==> config.mk <==
export PLATFORM = sky130hd
export DESIGN_NAME = pwm_multi
export DESIGN_NICKNAME = d
export VERILOG_FILES = /design/src/rtl/pwm_multi.sv
export SDC_FILE = /design/constraint.sdc
export NUM_CORES = 1
export LEC_CHECK = 0
export CORE_UTILIZATION = 30
export CTS_BUF_LIST = sky130_fd_sc_hd__clkbuf_2
export DETAILED_ROUTE_END_ITERATION = 8
export GPL_TIMING_DRIVEN = 0
export PLACE_DENSITY = 0.53
export SETUP_SLACK_MARGIN = 0.4
export SLEW_MARGIN = 5
export SYNTH_ARGS = -nofsm -noshare
export SYNTH_HDL_FRONTEND = slang
export SYNTH_SLANG_ARGS = --single-unit
==> constraint.sdc <==
create_clock -name clk -period 2.23 [get_ports clk]
set_input_delay 0.5575 -clock clk [delete_from_list [all_inputs] [get_ports clk]]
set_output_delay 0.5575 -clock clk [all_outputs]
set_load 0.02 [all_outputs]
==> src/rtl/pwm_multi.sv <==
// N-channel PWM sharing one prescaler and one duty counter; duties are double-buffered
// and swap in at the period boundary. Define PWM_MULTI_CENTER_EN to build center-aligned mode.
module pwm_multi #(
  parameter int R = 8,
  parameter int N = 3
) (
  input  logic               clk,
  input  logic               rst_n,
  input  logic [31:0]        dvsr,
  input  logic [N*(R+1)-1:0] duty,
  input  logic               duty_wr,
  input  logic               mode,
  output logic [N-1:0]       pwm_out,
  output logic               period_tick
);

  localparam logic [R-1:0] D_MAX = '1;
  localparam logic [R-1:0] D_ONE = {{(R-1){1'b0}}, 1'b1};

  logic [31:0]  q;
  logic         tick;
  logic [R-1:0] d;
  logic         boundary;
  logic [R:0]   shadow [N];
  logic [R:0]   active [N];
  logic [N-1:0] pwm_p0;

  assign tick = (q == 32'd0);

  // >= rather than == so a lowered dvsr recovers in one cycle instead of wrapping
  always_ff @(posedge clk) begin
    if (!rst_n) q <= '0;
    else        q <= (q >= dvsr) ? 32'd0 : q + 32'd1;
  end

`ifdef PWM_MULTI_CENTER_EN
  logic dir_dn;
  logic mode_r;

  assign boundary = tick && (mode_r ? (dir_dn && (d == D_ONE)) : (d == D_MAX));

  always_ff @(posedge clk) begin
    if (!rst_n) begin
      d      <= '0;
      dir_dn <= 1'b0;
      mode_r <= 1'b0;
    end else if (boundary) begin
      d      <= '0;
      dir_dn <= 1'b0;
      mode_r <= mode;
    end else if (tick) begin
      if (!mode_r) begin
        d <= d + D_ONE;
      end else if (!dir_dn) begin
        if (d == D_MAX) begin
          dir_dn <= 1'b1;
          d      <= d - D_ONE;
        end else begin
          d <= d + D_ONE;
        end
      end else begin
        d <= d - D_ONE;
      end
    end
  end
`else
  logic unused_mode;
  assign unused_mode = mode;

  assign boundary = tick && (d == D_MAX);

  always_ff @(posedge clk) begin
    if (!rst_n)        d <= '0;
    else if (boundary) d <= '0;
    else if (tick)     d <= d + D_ONE;
  end
`endif

  // Active takes the pre-write shadow when a write lands on the boundary cycle
  always_ff @(posedge clk) begin
    if (!rst_n) begin
      for (int i = 0; i < N; i++) begin
        shadow[i] <= '0;
        active[i] <= '0;
      end
    end else begin
      if (duty_wr) begin
        for (int i = 0; i < N; i++) shadow[i] <= duty[i*(R+1) +: (R+1)];
      end
      if (boundary) begin
        for (int i = 0; i < N; i++) active[i] <= shadow[i];
      end
    end
  end

  always_comb begin
    pwm_p0 = '0;
    for (int i = 0; i < N; i++) pwm_p0[i] = ({1'b0, d} < active[i]);
  end

  // output register stage
  always_ff @(posedge clk) begin
    if (!rst_n) begin
      pwm_out     <= '0;
      period_tick <= 1'b0;
    end else begin
      pwm_out     <= pwm_p0;
      period_tick <= boundary;
    end
  end

endmodule

[Word-level counts from Yosys, hierarchy flattened]
Memory sizes are Yosys's and may differ from the RTL's.
Index checks and enable logic that the tools add are counted.
Storage, ports and cells
  bits in registers: 44
  latch bits: 0
  bits in writable memories: 54
  bits in read-only memories: 0
  bits of input ports: 63
  output and inout bits: 4
  logic and storage cells: 37
  memories kept: 2
Operators by class
  add/subtract/negate cells: 2
  multipliers: 0
  divide/modulo/power cells: 0
  $lt $le $gt $ge: 4
  equal/unequal tests: 1
  shift operators: 0
  multiplexer cells: 13
  bitwise operators: 7
  reductions and logical operators: 4
Memory list
  active: depth 3, width 9, read ports 3, clocked after memory_dff 0, wr ports 3, RTL line 25  | logic [R:0] active [N];
  shadow: depth 3, width 9, read ports 3, clocked after memory_dff 0, wr ports 3, RTL line 24  | logic [R:0] shadow [N];
Operators with widths (count)
  $mux 9: 6
  $add 32x1->32 const B: 1
  $ge 32x32->1: 1
  $logic_not 32->1: 1
  $lt 8x9->1: 3
  $add 8x1->8 const B: 1
  $eq 8x8->1 const B: 1
  $mux 1: 7
  $or 1x1->1: 6
  $reduce_or 2->1: 2
  $logic_and 1x1->1: 1
  $not 1->1: 1

[Logic depth before layout (Yosys ltp)]
  word-level depth: 6
  mapped depth: 9
  gate-level depth less buffers: 7

[Worst setup path after synthesis]
Ideal clock, no wire load.
  path kind: register to register
  from: register q[0]
  to: memory active[0][0] (netlist name) (enable)
  library setup time: 0.387 ns
  arrival: 1.882 ns
  data required time: 1.843 ns
  setup slack: -0.039 ns
  stages on the path, launching flop included: 7
  path buffers: 0
  period minus slack after synthesis: 2.269 ns
  path through: dfxtp_1 -> inv_1 -> ha_1 -> nor4b_2 -> nand4_4 -> nor2_4 -> a21o_1
RTL lines
  start: declaration: RTL line 20  | logic [31:0] q;
  start signal: assignment: RTL line 33  | else q <= (q >= dvsr) ? 32'd0 : q + 32'd1;
  end: declaration: RTL line 25

[Worst setup path after layout]
  from: register q[22]
  to: register q[20]
Between the ends
  cells in the longest elaborated chain, start to end: 2
Ends and longest elaborated chain (RTL line)
  $ge 32x32->1: 33
  $reduce_or 2->1 (no line)
No other way between the ends.
A chain may end at the register's enable or synchronous reset.

==> results.md <==
- CP Cell Sequence: ha_4 > nand4_1 > nor4_4 > nand2_2 > a31oi_4 > buf_12 > buf_6 > nor3_2
- Mean cell area of the mapped netlist: 10.6 um2
- Maximum VDD drop: 0.337 mV
- Htree depth: 3
- Asr flop ratio synth: 0%
- Outcome: completed
- Inst Count DP: 807
- Fill cell count: 1,660
- Residual DRC: 0
- Num Clock Sinks: 98
- Register bit total from synthesis: 98
- Pwr/cell area: 479 nW/um2
- Antenna violations before repair: 1
- Predominant post-synthesis flop cell: edfxtp_1
- Leakage power: 3.15 nW
- Routed WL per cell: 14.4 um
- Fmax achieved: 491 MHz
- Tcrit/Tclk final: 91.3%
- Final Setup Violations: 0
- CP Data Required Time: 2.74 ns
- Ant. Diodes: 0
- Via count: 4,159
- Measured slew at the worst slew-check pin: 0.618 ns
- Antenna-violating nets left: 0
- CP Launch Type: register
- FP Rows: 48
- Clk root buf: clkbuf_2
- Tot GR Track Use: 13.6%
- Crit path buf inv count: 2
- Count of yosys warnings during synthesis: 0
- Seq/Total Area, Yosys: 45.9%
- Core area: 17,500 um2
- Vias per cell: 4.82
- Final min period: 2.04 ns
- Layout Nets: 751
- Core Util, Final: 44.2%
- Final Max Tran Viols: 0
- Initial DRC count: 186
- Max_cap viols: 0
- Cts hold-fix bufs: 0
- Most common cell after layout, fill and taps aside: clkdlybuf4s50_1
- Area occupied by registers: 2590 um2
- Most frequent cells in the layout: 56 x clkdlybuf4s50_1, 54 x edfxtp_1, 39 x inv_1, 37 x ha_1, 32 x and3_1
- Clk buf depth: 2
- Final WL: 12,400 um
- Routability cong.: 0.811
- Arr. time, crit path: 2.54 ns
- Netlist cell types: 39
- Clock Skew: 0.0298 ns
- Global-route wire length before repair: 19,500 um
- Hold slack: 0.563 ns
- Slowest-stage cell, CP: dfxtp_4
- Hpwl dp: 8480 um
- Worst Path Max Fanout: 10
- Slew headroom: 58.8%
- Number of global-route vias before repair: 4,040
- CP Capture Type: register
- Gate Count Post-Synth: 517
- Port bufs: 65
- Register clock-pin slew on the reported worst setup and hold paths: 0.26 ns
- Clk Latency, worst-skew pair: 0.59 ns
- Cell family with most CP delay: simple AND/OR/NAND/NOR gates
- P&R area growth vs syn: 42.1%
- DIE HEIGHT: 137 um
- Crit Path Class: reg2reg
- Die ar.: 18,700 um2
- Number of synthesized flops with an enable pin: 54
- Final Hold Vio Count: 0
- Initial Utilization: 31.1%
- Fin cells: 862
- Post-Syn Area: 5460 um2
- First-pass DRT Iterations: 4
- Layout cell share with drive strength beyond 1: 36.6%
- Largest net degree at the start of global routing: 28
- IO Count: 67
- RSZ-0062 raised after global routing: yes
- Area of the multi-input gates: 3350 um2
- Worst Hold Class: reg2reg
- Syn nets: 636
- Critical Path Max Stage Delay: 0.44 ns
- Congestion Overflow GR: 0
- CTS buffer count: 9
- Die width: 137 um
- TritonCTS clock tree: built
logic make-up after synthesis:
logic type	count (synthesis)	share of synthesized area (%)
adders and majority gates	56	12.8
xor gates and xnor gates	37	5.94
buffers and inverters	73	5.53
and+or+nand+nor	204	24.2
AOI/OAI and AO/OA	49	5.62
DFF	98	45.9
repair_timing:
item | 4_1_cts | 5_1_grt
setup buffers | 21 | 10
pin swaps | 13 | 40
endpoints found under the setup margin | 126 | 98
gates resized for setup | 79 | 92
gates cloned | 2 | 6
power breakdown:
part	switching [mW]	internal (mW)
sequential	0.0436	1.96
clock	0.596	0.603
combinational	0.235	0.275
routing by layer:
| metal | routed length, um | global-route usage (%) | up-vias | part of all wire (%) |
|---|---|---|---|---|
| met5 | 8 | 0 | - | 0.064 |
| met4 | 153 | 4.40 | 2 | 1.2 |
| met3 | 472 | 2.89 | 12 | 3.8 |
| met2 | 6200 | 23.7 | 74 | 50 |
| met1 | 5590 | 16.6 | 1980 | 45 |
| li1 | - | - | 2091 | - |
Yosys cell counts, types with 7 or more instances:
cell type,n,area share (%)
xnor2_1,12,1.9
a21o_1,7,0.96
and2_1,28,3.2
nand4_1,13,1.5
a21oi_1,18,1.7
edfxtp_1,54,30
nor2_1,19,1.3
nor3_2,12,2.2
and4_1,9,1.4
inv_1,57,3.9
ha_1,56,13
dfxtp_1,44,16
o21ai_0,9,0.83
buf_2,7,0.64
xor2_1,25,4.0
nand3_1,18,1.7
nor3_1,24,2.2
nand2_1,22,1.5
and3_1,33,3.8
worst paths after layout:
check	to	depth (start not counted)	slack [ns]	startpoint
worst max-delay path	q[20]$_SDFF_PP0_	8	0.19	q[22]$_SDFF_PP0_
worst min-delay path	active[0][21]$_SDFFCE_PN0P_	1	0.56	shadow[0][21]$_SDFFCE_PN0P_
worst max register to register	q[20]$_SDFF_PP0_	8	0.19	q[22]$_SDFF_PP0_
worst min register to register	active[0][21]$_SDFFCE_PN0P_	1	0.56	shadow[0][21]$_SDFFCE_PN0P_
state kept, by name (all words and copies together), names as in the netlist:
register and count:
pwm_out 3, d 8, shadow 27, period_tick 1, q 32, active 27
per-stage QoR:
stage	setup slack [ns]	power [mW]	TNS, ns	instance area (um2)
finish	0.193	3.72	0	7750
global route	0.126	3.88	0	7750
CTS	0.230	3.68	0	7300
detailed placement	-0.681	2.47	-33.21	6780
global placement	-0.630	2.46	-31.30	6780
floorplan	0.276	2.28	0	5850
worst reg2reg max path, stage by stage (launching register included):
cell,delay (ns)
dfxtp_4,0.44
ha_4,0.27
nand4_1,0.15
nor4_4,0.38
nand2_2,0.13
a31oi_4,0.18
buf_12,0.16
buf_6,0.19
nor3_2,0.06
layout make-up:
| type | instances | area share [%] |
|---|---|---|
| Sequential cell | 98 | 33.3 |
| Buffer | 16 | 1.82 |
| Inverter | 57 | 3.11 |
| Multi-Input combinational cell | 350 | 43.2 |
| Timing Repair Buffer | 100 | 12.6 |
| Clock buffer | 11 | 0.710 |
| Clock inverter | 5 | 1.65 |
| Tap cell | 225 | 3.63 |
Power figures use the tool's default switching activity.
